==> src/rtl/pipeline_hazard_controller.sv <==
// Pipeline sequencing: load-use and ecall/x17 stalls, halt drain, sticky halt.
// Optional counters are enabled by defining PIPE_HAZARD_STATS_EN.
module pipeline_hazard_controller #(
  parameter int          DRAIN_CYCLES = 3,
  parameter logic [31:0] HALT_CODE    = 32'd10
) (
  input  logic        clk,
  input  logic        reset,
  input  logic [4:0]  id_rs1,
  input  logic [4:0]  id_rs2,
  input  logic        id_use_rs1,
  input  logic        id_use_rs2,
  input  logic        id_is_ecall,
  input  logic [31:0] id_x17,
  input  logic        ex_mem_read,
  input  logic        ex_reg_write,
  input  logic [4:0]  ex_rd,
  input  logic        mem_reg_write,
  input  logic [4:0]  mem_rd,
  input  logic        wb_reg_write,
  input  logic [4:0]  wb_rd,
`ifdef PIPE_HAZARD_STATS_EN
  output logic [31:0] stat_stall_cycles,
  output logic [31:0] stat_halt_cycle,
`endif
  output logic        pc_write_enable,
  output logic        if_id_write_enable,
  output logic        id_ex_bubble,
  output logic        halt_pending,
  output logic        is_halted
);

  typedef enum logic [1:0] {
    RUN    = 2'd0,
    DRAIN  = 2'd1,
    HALTED = 2'd2
  } state_t;

  localparam logic [4:0] X17 = 5'd17;

  state_t     state;
  logic [2:0] drain_cnt;

  logic rs1_hit;
  logic rs2_hit;
  logic lu_haz;
  logic x17_haz;
  logic stall;
  logic halt_go;

  assign rs1_hit = id_use_rs1 && (ex_rd == id_rs1);
  assign rs2_hit = id_use_rs2 && (ex_rd == id_rs2);

  assign lu_haz = ex_mem_read && (ex_rd != 5'd0)
               && (rs1_hit || rs2_hit);

  // rd==17 is never x0, so no explicit zero check is needed here
  assign x17_haz = id_is_ecall
                && ((ex_reg_write && ex_rd == X17)
                 || (mem_reg_write && mem_rd == X17)
                 || (wb_reg_write && wb_rd == X17));

  assign stall   = lu_haz || x17_haz;
  assign halt_go = id_is_ecall && !x17_haz
                && (id_x17 == HALT_CODE);

  always_comb begin
    pc_write_enable    = 1'b1;
    if_id_write_enable = 1'b1;
    id_ex_bubble       = 1'b0;
    if (reset) begin
      unique case (1'b1)
        (state != RUN),
        stall: begin
          pc_write_enable    = 1'b0;
          if_id_write_enable = 1'b0;
          id_ex_bubble       = 1'b1;
        end
        default: ;
      endcase
    end
  end

  always_ff @(posedge clk or negedge reset) begin
    if (!reset) begin
      state        <= RUN;
      drain_cnt    <= 3'd0;
      halt_pending <= 1'b0;
      is_halted    <= 1'b0;
    end else begin
      unique case (state)
        RUN: begin
          if (halt_go && !stall) begin
            state        <= DRAIN;
            drain_cnt    <= 3'(DRAIN_CYCLES);
            halt_pending <= 1'b1;
          end
        end
        DRAIN: begin
          drain_cnt <= drain_cnt - 3'd1;
          if (drain_cnt == 3'd1) begin
            state        <= HALTED;
            halt_pending <= 1'b0;
            is_halted    <= 1'b1;
          end
        end
        HALTED: ;
        default: begin
          state        <= RUN;
          halt_pending <= 1'b0;
          is_halted    <= 1'b0;
        end
      endcase
    end
  end

`ifdef PIPE_HAZARD_STATS_EN
  logic [31:0] cycle_cnt;
  logic        halt_enter;

  assign halt_enter = (state == DRAIN)
                   && (drain_cnt == 3'd1);

  always_ff @(posedge clk or negedge reset) begin
    if (!reset) begin
      cycle_cnt         <= 32'd0;
      stat_stall_cycles <= 32'd0;
      stat_halt_cycle   <= 32'd0;
    end else begin
      cycle_cnt <= cycle_cnt + 32'd1;
      if (state == RUN && stall
          && stat_stall_cycles != 32'hFFFF_FFFF)
        stat_stall_cycles <= stat_stall_cycles + 32'd1;
      if (halt_enter)
        stat_halt_cycle <= cycle_cnt;
    end
  end
`endif

endmodule

==> config.mk <==
export PLATFORM = sky130hd
export DESIGN_NAME = pipeline_hazard_controller
export DESIGN_NICKNAME = d
export VERILOG_FILES = /design/src/rtl/pipeline_hazard_controller.sv
export SDC_FILE = /design/constraint.sdc
export NUM_CORES = 1
export LEC_CHECK = 0
export ABC_AREA = 1
export ABC_CLOCK_PERIOD_IN_PS = 3700
export BUFFER_PORTS_ARGS = -buffer_cell sky130_fd_sc_hd__buf_2
export CORE_AREA = 2 2 47 49
export CTS_BUF_LIST = sky130_fd_sc_hd__clkbuf_2
export DETAILED_ROUTE_END_ITERATION = 8
export DIE_AREA = 0 0 49 51
export PLACE_DENSITY = 0.93
export SETUP_SLACK_MARGIN = 0.15
export SYNTH_ARGS = -nofsm -noshare
export SYNTH_HDL_FRONTEND = slang
export SYNTH_SLANG_ARGS = --single-unit
==> constraint.sdc <==
create_clock -name clk -period 3.7 [get_ports clk]
set_clock_uncertainty 0.15 [all_clocks]
set_input_delay 0 -clock clk [delete_from_list [all_inputs] [get_ports clk]]
set_output_delay 0 -clock clk [all_outputs]
set_load 0.03 [all_outputs]
==> flow_metrics.py, run 1 <==
metrics = {
    "run_status": {
        "outcome": "complete, no violations",
    },
    "sta": {
        "finalHoldViolations": 0,
        "max_freq_mhz": 687.0,
        "worst_slack_ps": 2244,
        "fin_hold_ws_ps": 41.15,
        "tightest_slew_ps": 293.6,
        "period_share": 0.3934,
        "drv_slew": 0,
        "setup-violations-final": 0,
        "period_minus_slack_ps": 1456,
        "slew_headroom": 0.8036,
        "tns_ps": 0,
        "rsz0062_at_grt": "false",
    },
    "route": {
        "viasPerCell": 4.332,
        "dr.pass1.iters": 5,
        "totalWireLength_um": 1988,
        "ant_nets": 0,
        "dr_total_vias": 1096,
        "wire_per_inst_um": 7.858,
        "drc": 0,
        "drt_iter0_markers": 19,
    },
    "pwr": {
        "power_density_nw_per_um2": 155.3,
        "ir_drop_v": 0.00009301,
        "p_leak_uw": 0.0007576,
        "power.total_uw": 185.3,
    },
    "floorplan": {
        "die_height_um": 51,
        "die_w_um": 49,
        "rows": 17,
        "initial_core_util": 0.3784,
        "fp.dieArea_um2": 2499,
        "core_region_area_um2": 2063,
        "ios": 71,
    },
    "setup_path": {
        "critPathRequiredTime_ps": 3550,
        "reg2reg_from": "state[1]",
        "path_buf_inv": 2,
        "reg2regPathDepth": 8,
        "cp_slowest_cell": "dfrtp_1",
        "r2r-end": "drain_cnt[2]",
        "crit_path_end_kind": "primary output",
        "cp_cell_sequence": "inv_1 -> nand2_1 -> o21ai_1 -> buf_2",
        "cp_data_arrival_time_ps": 1310,
        "path_max_fanout": 6,
        "r2r_slack_ps": 2260,
        "path_class": "reg2out",
        "cp_top_family": "flip-flops",
        "crit_path_start_kind": "flip-flop",
        "max_stage_delay_ps": 420,
    },
    "global_route": {
        "grt_first_pass_wirelength_um": 3208,
        "antenna_found_initial": 0,
        "grt_overflow": 0,
        "grt_max_degree": 7,
        "grt_use_total": 0.1609,
        "grt_pass1_vias": 923,
    },
    "min_path": {
        "worstHoldPathCells": 4,
        "min_to": "state[0]",
        "hp-class": "in2reg",
        "min_from": "id_is_ecall",
    },
    "synthesis": {
        "synth_area_leaders": "nand2_1, dfrtp_1, nor2_1",
        "synth.top_cell.area_share": 0.2692,
        "syn_area_per_cell_um2": 5.171,
        "synth_cell_type_count": 18,
        "ys_warn_count": 0,
        "yosysTopAreaCell": "nand2_1",
        "syn_area_um2": 780.7,
        "seq_area_frac_synth": 0.1923,
        "synth-seq-cells": 6,
        "synth_nets": 219,
        "syn_inst": 151,
    },
    "clock_tree": {
        "cts_buffers": 3,
        "cts_tree": "yes",
        "cts_root_buf": "clkbuf_2",
        "htreeDepth": 1,
        "clock-sinks": 6,
        "clkLatencyLatePin_ps": 230,
        "clock_path_buffers": 2,
        "clk_pin_slew_ps": 60,
        "post_cts_buffers": 0,
    },
    "cells_and_area": {
        "finish.net_count": 295,
        "seqCellArea_um2": 150.1,
        "drive_gt1_frac": 0.3733,
        "nFillCells": 213,
        "multi_input_area_um2": 514.2,
        "finalNonFillerCells": 253,
        "insertedDiodeCount": 0,
        "synthToLayoutAreaGrowth_pct": 52.88,
    },
    "placement": {
        "dp_cells": 248,
        "dp_slack_ps": 2280,
        "portBuffers": 70,
        "gp_congestion": 0.8092,
        "dp_hpwl_um": 1755,
    },
    "job": {
        "cap_viol_max_count": 0,
    },
}
-- area by class of cell --
class,instances,area share
multi-input combinational,115,0.4308
clock buffer,3,0.01258
tap,28,0.02935
inverter,29,0.09120
timing repair buffer,72,0.3103
sequential,6,0.1258
-- worst max path at each step --
stage                         from         endpoint  slack [ps]  depth (start not counted)
final                     state[0]  pc_write_enable        2240                          4
after global routing      state[1]     drain_cnt[2]        2090                          8
after CTS                 state[1]     drain_cnt[2]        2270                          8
after detailed placement  state[1]     drain_cnt[2]        2280                          8
after global placement    state[1]     drain_cnt[2]        2320                          8
after floorplan           state[0]     id_ex_bubble        2020                          4
-- layer usage --
| layer | share of wire | wire length, µm | vias to the layer above | global-route usage |
|---|---|---|---|---|
| li1 | - | - | 596 | - |
| met1 | 0.42 | 826 | 436 | 0.1754 |
| met2 | 0.47 | 926 | 55 | 0.3037 |
| met3 | 0.092 | 182 | 9 | 0.02924 |
| met4 | 0.027 | 53 | 0 | 0.07143 |
| met5 | 0 | 0 | - | 0 |
-- what timing repair did --
action / CTS / global route
endpoints found under the hold margin: 6 / 0
hold buffers: 2 / 0
resized for setup: 0 / 0
-- report_power, final --
group	internal, µW	switching, µW
Sequential	65.6	0
Clock	22.0	25.2
Combinational	38.3	34.2
-- worst register-to-register path, stage by stage (launching register included) --
cell	delay, ps
dfrtp_1	390
inv_1	90
nand2_1	60
nor2_1	90
nand3_1	80
nor3_2	120
nand3_2	140
o21bai_1	160
inv_1	50
-- cells by family after synthesis --
kind of cell,count (synthesis),share of synthesized area
AO/OA/AOI/OAI,5,0.03525
XOR/XNOR,1,0.01122
adder cells (fa/ha/maj),2,0.03205
buffers and inverters,30,0.1490
flip-flops,6,0.1923
AND/OR/NAND/NOR,107,0.5801
-- sequential cells by signal, summed over array words and instances, names as in the netlist --
| name | count |
|---|---|
| state | 2 |
| is_halted | 1 |
| drain_cnt | 3 |
-- cells in the final DEF (no fill, tap or decap) --
master,instances
and2_0,1
buf_2,70
clkbuf_2,3
dfrtp_1,6
dlygate4sd3_1,2
ha_1,2
inv_1,26
inv_2,3
nand2_1,56
nand2_2,2
nand3_1,8
nand3_2,3
nand3b_1,1
nor2_1,33
nor2_2,2
nor3_2,1
o21ai_0,1
o21ai_1,3
o21bai_1,1
xor2_1,1
-- metrics by stage --
step | instance area, µm² | utilization
finish | 1194 | 0.5785
global route | 1194 | 0.5785
CTS | 1194 | 0.5785
detailed placement | 1159 | 0.5616
global placement | 1159 | 0.5616
floorplan | 780.7 | -
-- synthesized netlist by cell type (all sizes together) --
master   n
and2     1
buf      1
nor2    35
nand3   11
nor3     1
nand2   58
inv     29
nand3b   1
dfrtp    6
o21bai   1
ha       2
xor2     1
o21ai    4
Power figures use the tool's default switching activity.
==> run 2: changes to the inputs <==
ABC_AREA = 0   (was 1)
ABC_CLOCK_PERIOD_IN_PS = 1400   (was 3700)
CORE_AREA = 2 2 46 48   (was 2 2 47 49)
DIE_AREA = 0 0 48 50   (was 0 0 49 51)
PLACE_DENSITY = 0.86   (was 0.93)
clock period = 1.4 ns   (was 3.7 ns; I/O delays follow)
==> flow_metrics.py, run 2 <==
metrics = {
    "run_status": {
        "outcome": "finished, violations left",
        "failed_checks": "negative setup slack",
    },
    "cells_and_area": {
        "synthToLayoutAreaGrowth_pct": 95.52,
        "insertedDiodeCount": 0,
        "regMostFlops": "drain_cnt",
        "mostFrequentLayoutCells": "buf_2, xor2_1, buf_4",
        "final_area_um2": 1147,
        "reg_top3": "drain_cnt: 3 flops, state: 2 flops, is_halted: 1 flops",
        "nFillCells": 180,
        "finalNonFillerCells": 176,
        "largest_register_ffs": 3,
        "final_common_cell": "buf_2",
        "finish.net_count": 218,
        "drive_gt1_frac": 0.6510,
    },
    "clock_tree": {
        "cts_buffers": 3,
        "clock-sinks": 6,
        "clk_pin_slew_ps": 80,
        "htreeDepth": 1,
        "clkLatencyLatePin_ps": 230,
        "cts_tree": "yes",
        "clock_path_buffers": 2,
        "cts_root_buf": "clkbuf_2",
    },
    "floorplan": {
        "rows": 16,
        "core_region_area_um2": 1902,
        "initial_core_util": 0.3086,
        "die_height_um": 50,
        "die_w_um": 48,
        "fp.dieArea_um2": 2400,
        "ios": 71,
    },
    "setup_path": {
        "path_class": "in2out",
        "path_buf_inv": 2,
        "crit_path_start_kind": "input port",
        "cp_top_family": "compound AO/OA/AOI/OAI gates",
        "crit_top_cell": "o31ai_4",
        "crit_path_end_kind": "primary output",
        "cp_data_arrival_time_ps": 1310,
        "max_stage_delay_ps": 400,
        "cp_slowest_cell": "or3_4",
        "reg2regPathDepth": 4,
        "cp_cell_sequence": "buf_8 -> or3_4 -> o31ai_4 -> a21o_2 -> nand2_2 -> o31ai_4 -> buf_6",
        "reg2reg_from": "state[0]",
        "r2r_slack_ps": 10,
        "path_max_fanout": 3,
        "critPathRequiredTime_ps": 1250,
        "r2r-end": "state[0]",
    },
    "route": {
        "ant_nets": 0,
        "viasPerCell": 4.705,
        "wire_per_inst_um": 12.94,
        "totalWireLength_um": 2277,
        "drc": 0,
        "drt_iter0_markers": 7,
        "dr.pass1.iters": 4,
        "dr_total_vias": 828,
    },
    "placement": {
        "dp_hpwl_um": 1898,
        "dp_slack_ps": -128.9,
        "dp_cells": 167,
        "gp_congestion": 0.7238,
        "placed_area_um2": 1006,
        "portBuffers": 70,
    },
    "pwr": {
        "p_clk_frac": 0.290,
        "p_int_uw": 358.2,
        "power_density_nw_per_um2": 432.7,
        "seqPwrFrac": 0.349,
        "switchingPower_uw": 138.3,
        "ir_drop_v": 0.0004063,
        "share_comb_of_total_power": 0.360,
        "switching_share": 0.2786,
        "p_leak_uw": 0.0005752,
    },
    "global_route": {
        "grt_pass1_vias": 909,
        "antenna_found_initial": 0,
        "grt_max_degree": 7,
        "grt_first_pass_wirelength_um": 3615,
        "grt_overflow": 0,
        "grt_use_total": 0.2075,
    },
    "synthesis": {
        "synth.most_common_cell": "xor2_1",
        "synth_commonest_cells": "xor2_1, dfrtp_1, nand3_1, nor4_1",
        "synth_area_leaders": "dfrtp_1, xor2_1, nor4_1",
        "synth.top_cell.area_share": 0.2559,
        "synth_edf_count": 0,
        "syn_inst": 68,
        "synth_ff_type": "dfrtp_1",
        "seq_area_frac_synth": 0.2559,
        "synth-seq-cells": 6,
        "synth_nets": 136,
        "yosysTopAreaCell": "dfrtp_1",
        "ys_warn_count": 0,
        "synth_cell_type_count": 28,
        "syn_area_um2": 586.8,
        "synthArstFlopShare": 1.000,
        "syn_area_per_cell_um2": 8.630,
    },
    "sta": {
        "period_minus_slack_ps": 1463,
        "setup-violations-final": 3,
        "max_freq_mhz": 683.4,
        "rsz0062_at_grt": "true",
        "worst_slack_ps": -63.32,
        "tightest_slew_ps": 339.1,
        "finalHoldViolations": 0,
        "period_share": 1.045,
        "slew_headroom": 0.7734,
        "drv_slew": 0,
    },
    "min_path": {
        "hp-class": "in2async",
    },
    "job": {
        "cap_viol_max_count": 0,
    },
}
==> run 2: cell types whose count changed after synthesis, moves of 3 or more <==
cell,change
xor2_1,+7
xnor2_1,+3
inv_1,-23
nor4_1,+6
nand2_1,-53
a21oi_1,+3
nor4b_1,+3
o21ai_1,-3
inv_2,-3
nor2_1,-30
==> run 2: layer usage <==
metal | routed length [µm] | share of wire | up-vias | GRT usage
li1 | - | - | 420 | -
met1 | 849 | 0.37 | 377 | 0.2262
met2 | 1298 | 0.57 | 29 | 0.3844
met3 | 99 | 0.043 | 2 | 0.06960
met4 | 29 | 0.013 | 0 | 0.01351
met5 | 0 | 0 | - | 0
==> run 2: power groups by stage <==
stage	logic (µW)	registers [µW]	clock network (µW)
CTS	174	173	153
floorplan	46.0	177	0
finish	179	173	144
global route	195	173	165
global placement	152	177	0
detailed placement	159	177	0
==> run 2: area by class of cell <==
class / instances / area [µm²] / share of cell area
Clock buffer: 4 / 20.02 / 0.01745
Inverter: 3 / 11.26 / 0.009815
Multi-Input combinational cell: 58 / 476.7 / 0.4155
Sequential cell: 6 / 151.4 / 0.1320
Tap cell: 27 / 33.78 / 0.02944
Timing Repair Buffer: 78 / 454.2 / 0.3959
==> run 2: kinds of logic (layout without fill, tap and decap cells) <==
logic type      after synthesis  after routing  share of synthesized area
simple gates                 33             33                     0.3604
compound gates               12             12                     0.1450
xor+xnor                     11             11                     0.1642
flops                         6              6                     0.2559
buf+inv                       4             85                    0.03199
fa+ha+maj                     2              2                    0.04264
==> run 2: per-stage QoR <==
stage	hold slack (ps)	TNS, ps	power, µW	util
after floorplan	-445.6	-95.65	222.6	-
after global routing	78.50	-526.1	532.9	0.6033
after global placement	-295.9	-381.2	328.1	0.5289
after detailed placement	-292.1	-698.1	335.3	0.5289
after CTS	58.80	-204.4	500.4	0.5868
final	63.60	-153.1	496.5	0.6033
==> run 2: worst register-to-register path: cells and delay by family (launching register included) <==
| family | cells | cell delay, ps |
|---|---|---|
| buffers and inverters | 1 | 140 |
| AND/OR/NAND/NOR | 2 | 440 |
| flip-flops | 1 | 380 |
| AO/OA/AOI/OAI | 1 | 150 |
==> run 2: worst max-delay path by stage <==
stage               from                  to  slack [ps]  cells after the start
2_1_floorplan   ex_rd[1]     pc_write_enable        -100                      6
3_3_place_gp    ex_rd[1]        id_ex_bubble         -90                      7
3_5_place_dp   id_x17[0]        drain_cnt[2]        -130                      6
4_1_cts         ex_rd[2]        id_ex_bubble        -100                      7
5_1_grt         ex_rd[3]  if_id_write_enable        -110                      7
6_report        ex_rd[3]  if_id_write_enable         -60                      7
==> run 2: what timing repair did <==
action,in CTS,in global routing
resized for setup,15,8
endpoints found under the hold margin,6,0
hold buffers,1,0
buffers inserted,4,0
pin swaps,5,6
setup endpoints to repair,7,9
